**config.mk**
```make
export PLATFORM = sky130hd
export DESIGN_NAME = game_tick_gen
export DESIGN_NICKNAME = d
export VERILOG_FILES = /design/src/rtl/game_pkg.sv /design/src/rtl/game_tick_ch.sv /design/src/rtl/game_tick_gen.sv
export SDC_FILE = /design/constraint.sdc
export NUM_CORES = 1
export LEC_CHECK = 0
export CAP_MARGIN = 25
export CORE_UTILIZATION = 30
export CTS_BUF_LIST = sky130_fd_sc_hd__clkbuf_16
export DETAILED_ROUTE_END_ITERATION = 7
export PLACE_DENSITY = 0.53
export SYNTH_ARGS = -nofsm -noshare
export SYNTH_HDL_FRONTEND = slang
export SYNTH_HIERARCHICAL = 1
export SYNTH_SLANG_ARGS = --single-unit
```
**constraint.sdc**
```tcl
create_clock -name clk -period 9.5 [get_ports clk]
set_clock_uncertainty 0.2 [all_clocks]
set_input_delay 0.95 -clock clk [delete_from_list [all_inputs] [get_ports clk]]
set_output_delay 0.95 -clock clk [all_outputs]
set_load 0.01 [all_outputs]
```
**src/rtl/game_pkg.sv**
```systemverilog
// Shared constants and types for the game timing block.
// Holds the channel limit, default counter width and named divisors.
package game_pkg;

   localparam int NUM_CH_MAX = 8;
   localparam int CNT_W_DEF  = 24;

   localparam logic [CNT_W_DEF-1:0] DIV_VGA_PIX = 24'd54;
   localparam logic [CNT_W_DEF-1:0] DIV_SPI     = 24'd50;
   localparam logic [CNT_W_DEF-1:0] DIV_FRAME   = 24'd1000000;

   // wrap is the combinational pulse that becomes tick on the next edge
   typedef struct packed {
      logic tick;
      logic wrap;
      logic sq;
   } ch_out_t;

endpackage

```
**src/rtl/game_tick_ch.sv**
```systemverilog
// One tick channel: divisor counter, pending divisor, tick and square wave.
// The square-wave toggle flop exists only when GAME_TICK_SQ_EN is defined.
module game_tick_ch
   import game_pkg::*;
#(
   parameter int               CNT_W   = CNT_W_DEF,
   parameter logic [CNT_W-1:0] DIV_RST = '0
) (
   input  logic             clk,
   input  logic             rst,
   input  logic             run_i,
   input  logic             restart_i,
   input  logic             we_i,
   input  logic [CNT_W-1:0] div_i,
   output ch_out_t          out_o
);

   logic [CNT_W-1:0] cnt_q, cnt_d;
   logic [CNT_W-1:0] div_q, div_d;
   logic [CNT_W-1:0] pend_q, pend_d;
   logic             pv_q, pv_d;
   logic             tick_q, tick_d;
   logic [CNT_W-1:0] lim;
   logic             wrap;
   logic             sq_w;

   // divisors 0 and 1 both give a one-cycle period
   assign lim  = (div_q == '0) ? '0 : div_q - CNT_W'(1);
   assign wrap = run_i & ~restart_i & (cnt_q >= lim);

   always_comb begin
      cnt_d  = cnt_q;
      div_d  = div_q;
      pend_d = pend_q;
      pv_d   = pv_q;
      tick_d = 1'b0;
      if (restart_i) begin
         cnt_d = '0;
         if (we_i) begin
            div_d = div_i;
            pv_d  = 1'b0;
         end else if (pv_q) begin
            div_d = pend_q;
            pv_d  = 1'b0;
         end
      end else begin
         if (run_i) begin
            cnt_d = wrap ? '0 : cnt_q + CNT_W'(1);
         end
         tick_d = wrap;
         if (wrap) begin
            if (we_i) begin
               div_d = div_i;
               pv_d  = 1'b0;
            end else if (pv_q) begin
               div_d = pend_q;
               pv_d  = 1'b0;
            end
         end else if (we_i) begin
            pend_d = div_i;
            pv_d   = 1'b1;
         end
      end
   end

   always_ff @(posedge clk or negedge rst) begin
      if (!rst) begin
         cnt_q  <= '0;
         div_q  <= DIV_RST;
         pend_q <= '0;
         pv_q   <= 1'b0;
         tick_q <= 1'b0;
      end else begin
         cnt_q  <= cnt_d;
         div_q  <= div_d;
         pend_q <= pend_d;
         pv_q   <= pv_d;
         tick_q <= tick_d;
      end
   end

`ifdef GAME_TICK_SQ_EN
   logic sq_q, sq_d;

   always_comb begin
      sq_d = sq_q;
      if (restart_i) begin
         sq_d = 1'b0;
      end else if (wrap) begin
         sq_d = ~sq_q;
      end
   end

   always_ff @(posedge clk or negedge rst) begin
      if (!rst) begin
         sq_q <= 1'b0;
      end else begin
         sq_q <= sq_d;
      end
   end

   assign sq_w = sq_q;
`else
   assign sq_w = 1'b0;
`endif

   assign out_o = '{tick: tick_q, wrap: wrap, sq: sq_w};

endmodule

```
**src/rtl/game_tick_gen.sv**
```systemverilog
// Multi-channel tick generator with a channel-0 frame counter.
// Define GAME_TICK_SQ_EN to drive 50% square waves on sq.
module game_tick_gen
   import game_pkg::*;
#(
   parameter int                      NUM_CH   = 3,
   parameter int                      CNT_W    = CNT_W_DEF,
   parameter logic [NUM_CH*CNT_W-1:0] DIV_INIT =
      {DIV_FRAME, DIV_SPI, DIV_VGA_PIX},
   localparam int CH_W = (NUM_CH > 1) ? $clog2(NUM_CH) : 1
) (
   input  logic              clk,
   input  logic              rst,
   input  logic              run,
   input  logic              restart,
   input  logic              cfg_we,
   input  logic [CH_W-1:0]   cfg_ch,
   input  logic [CNT_W-1:0]  cfg_div,
   output logic [NUM_CH-1:0] tick,
   output logic [NUM_CH-1:0] sq,
   output logic [15:0]       tick0_cnt
);

   ch_out_t     ch_out [NUM_CH];
   logic [15:0] tc_q, tc_d;

   // an out-of-range cfg_ch matches no channel, so the write is dropped
   for (genvar i = 0; i < NUM_CH; i++) begin : g_ch
      game_tick_ch #(
         .CNT_W   (CNT_W),
         .DIV_RST (DIV_INIT[i*CNT_W +: CNT_W])
      ) u_ch (
         .clk       (clk),
         .rst       (rst),
         .run_i     (run),
         .restart_i (restart),
         .we_i      (cfg_we && (cfg_ch == CH_W'(i))),
         .div_i     (cfg_div),
         .out_o     (ch_out[i])
      );
      assign tick[i] = ch_out[i].tick;
      assign sq[i]   = ch_out[i].sq;
   end

   always_comb begin
      tc_d = tc_q;
      if (restart) begin
         tc_d = '0;
      end else if (ch_out[0].wrap) begin
         tc_d = tc_q + 16'd1;
      end
   end

   always_ff @(posedge clk or negedge rst) begin
      if (!rst) begin
         tc_q <= '0;
      end else begin
         tc_q <= tc_d;
      end
   end

   assign tick0_cnt = tc_q;

endmodule

```
==> flow_metrics.py <==
metrics = {
    "outcome": {
        "status": "finished, final reports clean",
    },
    "route": {
        "route.detailed.drc": 0,
        "drtIter0Drc": 640,
        "wl_mm": 37.6,
        "viasPerCell": 5.14,
        "drt_first_pass_iters": 7,
        "wl_per_cell_um": 17.1,
        "ant_nets": 0,
        "vias": 11325,
    },
    "power": {
        "p_seq_frac": 0.412,
        "switching_share": 0.331,
        "power_frac_comb": 0.281,
        "irDropWorstVdd_mv": 0.141,
        "powerDensity_mw_per_mm2": 215,
        "clkPwrFrac": 0.308,
        "p_leak_nw": 7.21,
        "finalPower_mw": 3.68,
        "p_sw_mw": 1.22,
        "internal_power_mw": 2.46,
    },
    "finish": {
        "seqCellArea_mm2": 0.00597,
        "fill_cells": 4898,
        "area_growth_pct": 13.9,
        "drive_gt1_frac": 0.192,
        "final_core_utilization": 0.348,
        "final_nets": 1629,
        "multi_input_area_mm2": 0.00859,
        "instances_no_fill": 2203,
        "antenna_cells": 0,
    },
    "timing": {
        "fmax_mhz": 177,
        "period_share": 0.595,
        "max_slew_margin": 0.312,
        "finalSetupViolCount": 0,
        "drv_slew": 0,
        "hold_viol_final": 0,
        "tightest_slew_ns": 1.03,
        "grt_setup_unrepaired": "false",
        "holdWs_ns": 0.201,
        "finalCriticalPeriod_ns": 5.65,
        "finalSetupTns_ns": 0,
    },
    "clock_tree": {
        "cts.path.max_buffers": 3,
        "htree_levels": 1,
        "hold_buffers": 0,
        "clock_sinks": 238,
        "tritoncts": "yes",
        "ctsResizeCount": 0,
        "clkTransAtPathRegs_ns": 0.06,
        "root_buffer": "clkbuf_16",
        "cts_setup_buffers": 0,
        "numCtsBuffers": 29,
        "insertion_delay_ns": 0.58,
    },
    "die": {
        "core-area_mm2": 0.0492,
        "io_pins": 53,
        "die_area_mm2": 0.0509,
        "start_util": 0.305,
        "core.rowCount": 81,
        "fp.dieH_um": 226,
        "die_w_um": 226,
    },
    "yosys": {
        "syn_area_mm2": 0.0150,
        "syn_nets": 1607,
        "syn-instance-count": 1494,
        "syn_area_per_cell_um2": 10.0,
        "ys.warnings.count": 6,
    },
    "setup_path": {
        "cpPeakStageDelay_ns": 0.87,
        "reg2reg_depth": 17,
        "worst-path-buf-inv": 1,
        "path_class": "reg2reg",
        "crit_fanout": 24,
        "reg2reg_from": "g_ch[0].u_ch/div_q[17]",
        "critPathCaptureType": "flop",
        "path_delay_family": "simple AND/OR/NAND/NOR gates",
        "critical_path.cell_chain": "or3_4, or3_1, or4_1, or4_1, nor2b_1, mux2i_1, ha_1, nand4_1, nor4_1, nand3_1, o211a_1, nor3_1, clkbuf_4, o2111ai_4, nor2_4, nand3_2, mux2_4",
        "reg2reg_slack_ns": 3.85,
        "reg2reg_to": "tick0_cnt[13]",
        "crit_required_ns": 9.76,
        "cpMostUsedCell": "or4_1",
        "cp-startpoint": "g_ch[0].u_ch/div_q[17]",
        "worstPathArrival_ns": 5.91,
        "start_kind": "flop",
        "cp_slowest_cell": "or4_1",
    },
    "placed_design": {
        "post-place-cells": 2148,
        "dp_hpwl_mm": 26.0,
        "gp_congestion": 0.811,
        "port_buffers": 49,
    },
    "grt": {
        "grt_pass1_vias": 11268,
        "grt_use_total": 0.150,
        "grt_pass1_wl_mm": 61.5,
        "grt-ovfl-total": 0,
        "antenna_found_initial": 0,
        "grt_max_degree": 157,
    },
    "hold_path": {
        "hp-class": "in2async",
    },
    "flow_run": {
        "max_cap_violations": 0,
    },
}
## metal layers
| metal | wire [µm] | global-route usage | vias to the layer above | part of all wire |
|---|---|---|---|---|
| met5 | 0 | 0 | - | 0 |
| li1 | - | - | 5446 | - |
| met1 | 18700 | 0.212 | 5692 | 0.50 |
| met4 | 582 | 0.0397 | 0 | 0.015 |
| met3 | 1180 | 0.0176 | 39 | 0.031 |
| met2 | 17200 | 0.239 | 148 | 0.46 |
## power by group through the flow
stage | logic, mW | registers [mW] | clock network [mW]
2_1_floorplan | 0.803 | 1.45 | 0
3_3_place_gp | 1.00 | 1.52 | 0
3_5_place_dp | 1.03 | 1.53 | 0
4_1_cts | 1.04 | 1.51 | 1.17
5_1_grt | 1.17 | 1.56 | 1.20
6_report | 1.03 | 1.51 | 1.13
## worst reg2reg max path, stage by stage, from the launching register on
cell and delay, ns:
dfrtp_1 0.40, or3_4 0.40, or3_1 0.36, or4_1 0.43, or4_1 0.87, nor2b_1 0.27, mux2i_1 0.16, ha_1 0.17
nand4_1 0.12, nor4_1 0.40, nand3_1 0.15, o211a_1 0.41, nor3_1 0.20, clkbuf_4 0.23, o2111ai_4 0.18, nor2_4 0.19
nand3_2 0.10, mux2_4 0.30
## metrics by stage
step                      area, µm²  worst slack, ns
after floorplan               15000             4.64
after global placement        16100             3.55
after detailed placement      16100             3.41
after CTS                     17100             3.38
after global routing          17100             3.55
final                         17100             3.85
## final cells by class
class | count | area share
Multi-Input combinational cell | 1157 | 0.503
Tap cell | 664 | 0.0486
Timing Repair Buffer | 65 | 0.0370
Inverter | 25 | 0.00549
Clock buffer | 29 | 0.0425
Clock inverter | 25 | 0.0143
Sequential cell | 238 | 0.349
## sequential cells by signal, summed over array words and instances, names as in the netlist
| register | cells |
|---|---|
| g_ch.u_ch/pv_q | 3 |
| g_ch.u_ch/div_q | 72 |
| g_ch.u_ch/pend_q | 72 |
| g_ch.u_ch/cnt_q | 72 |
| g_ch.u_ch/tick_q | 3 |
| tick0_cnt | 16 |
## worst max-delay path by stage
stage	slack [ns]	depth (start not counted)	end
detailed placement	3.41	16	tick0_cnt[13]
floorplan	4.64	19	tick0_cnt[13]
global placement	3.55	16	tick0_cnt[13]
finish	3.85	17	tick0_cnt[13]
CTS	3.38	16	tick0_cnt[13]
global route	3.55	17	tick0_cnt[13]
## cell usage in the layout, fill, tap and decap left out, drive strengths merged, types with 7 or more instances in the layout
| cell | n |
|---|---|
| a21oi | 64 |
| nand4 | 28 |
| clkinv | 13 |
| and3 | 61 |
| nand2 | 133 |
| nor3b | 9 |
| nor4 | 12 |
| o21ai | 21 |
| ha | 82 |
| dfstp | 14 |
| buf | 18 |
| nand3 | 97 |
| or4 | 11 |
| or3 | 13 |
| clkbuf | 30 |
| inv | 30 |
| dfrtp | 224 |
| a211oi | 25 |
| xnor2 | 53 |
| mux2i | 15 |
| mux2 | 182 |
| o211ai | 29 |
| nand2b | 15 |
| or2 | 7 |
| nor3 | 53 |
| nor2 | 104 |
| xor2 | 68 |
| clkdlybuf4s50 | 46 |
Note: power is estimated with default switching activity, not from simulation.
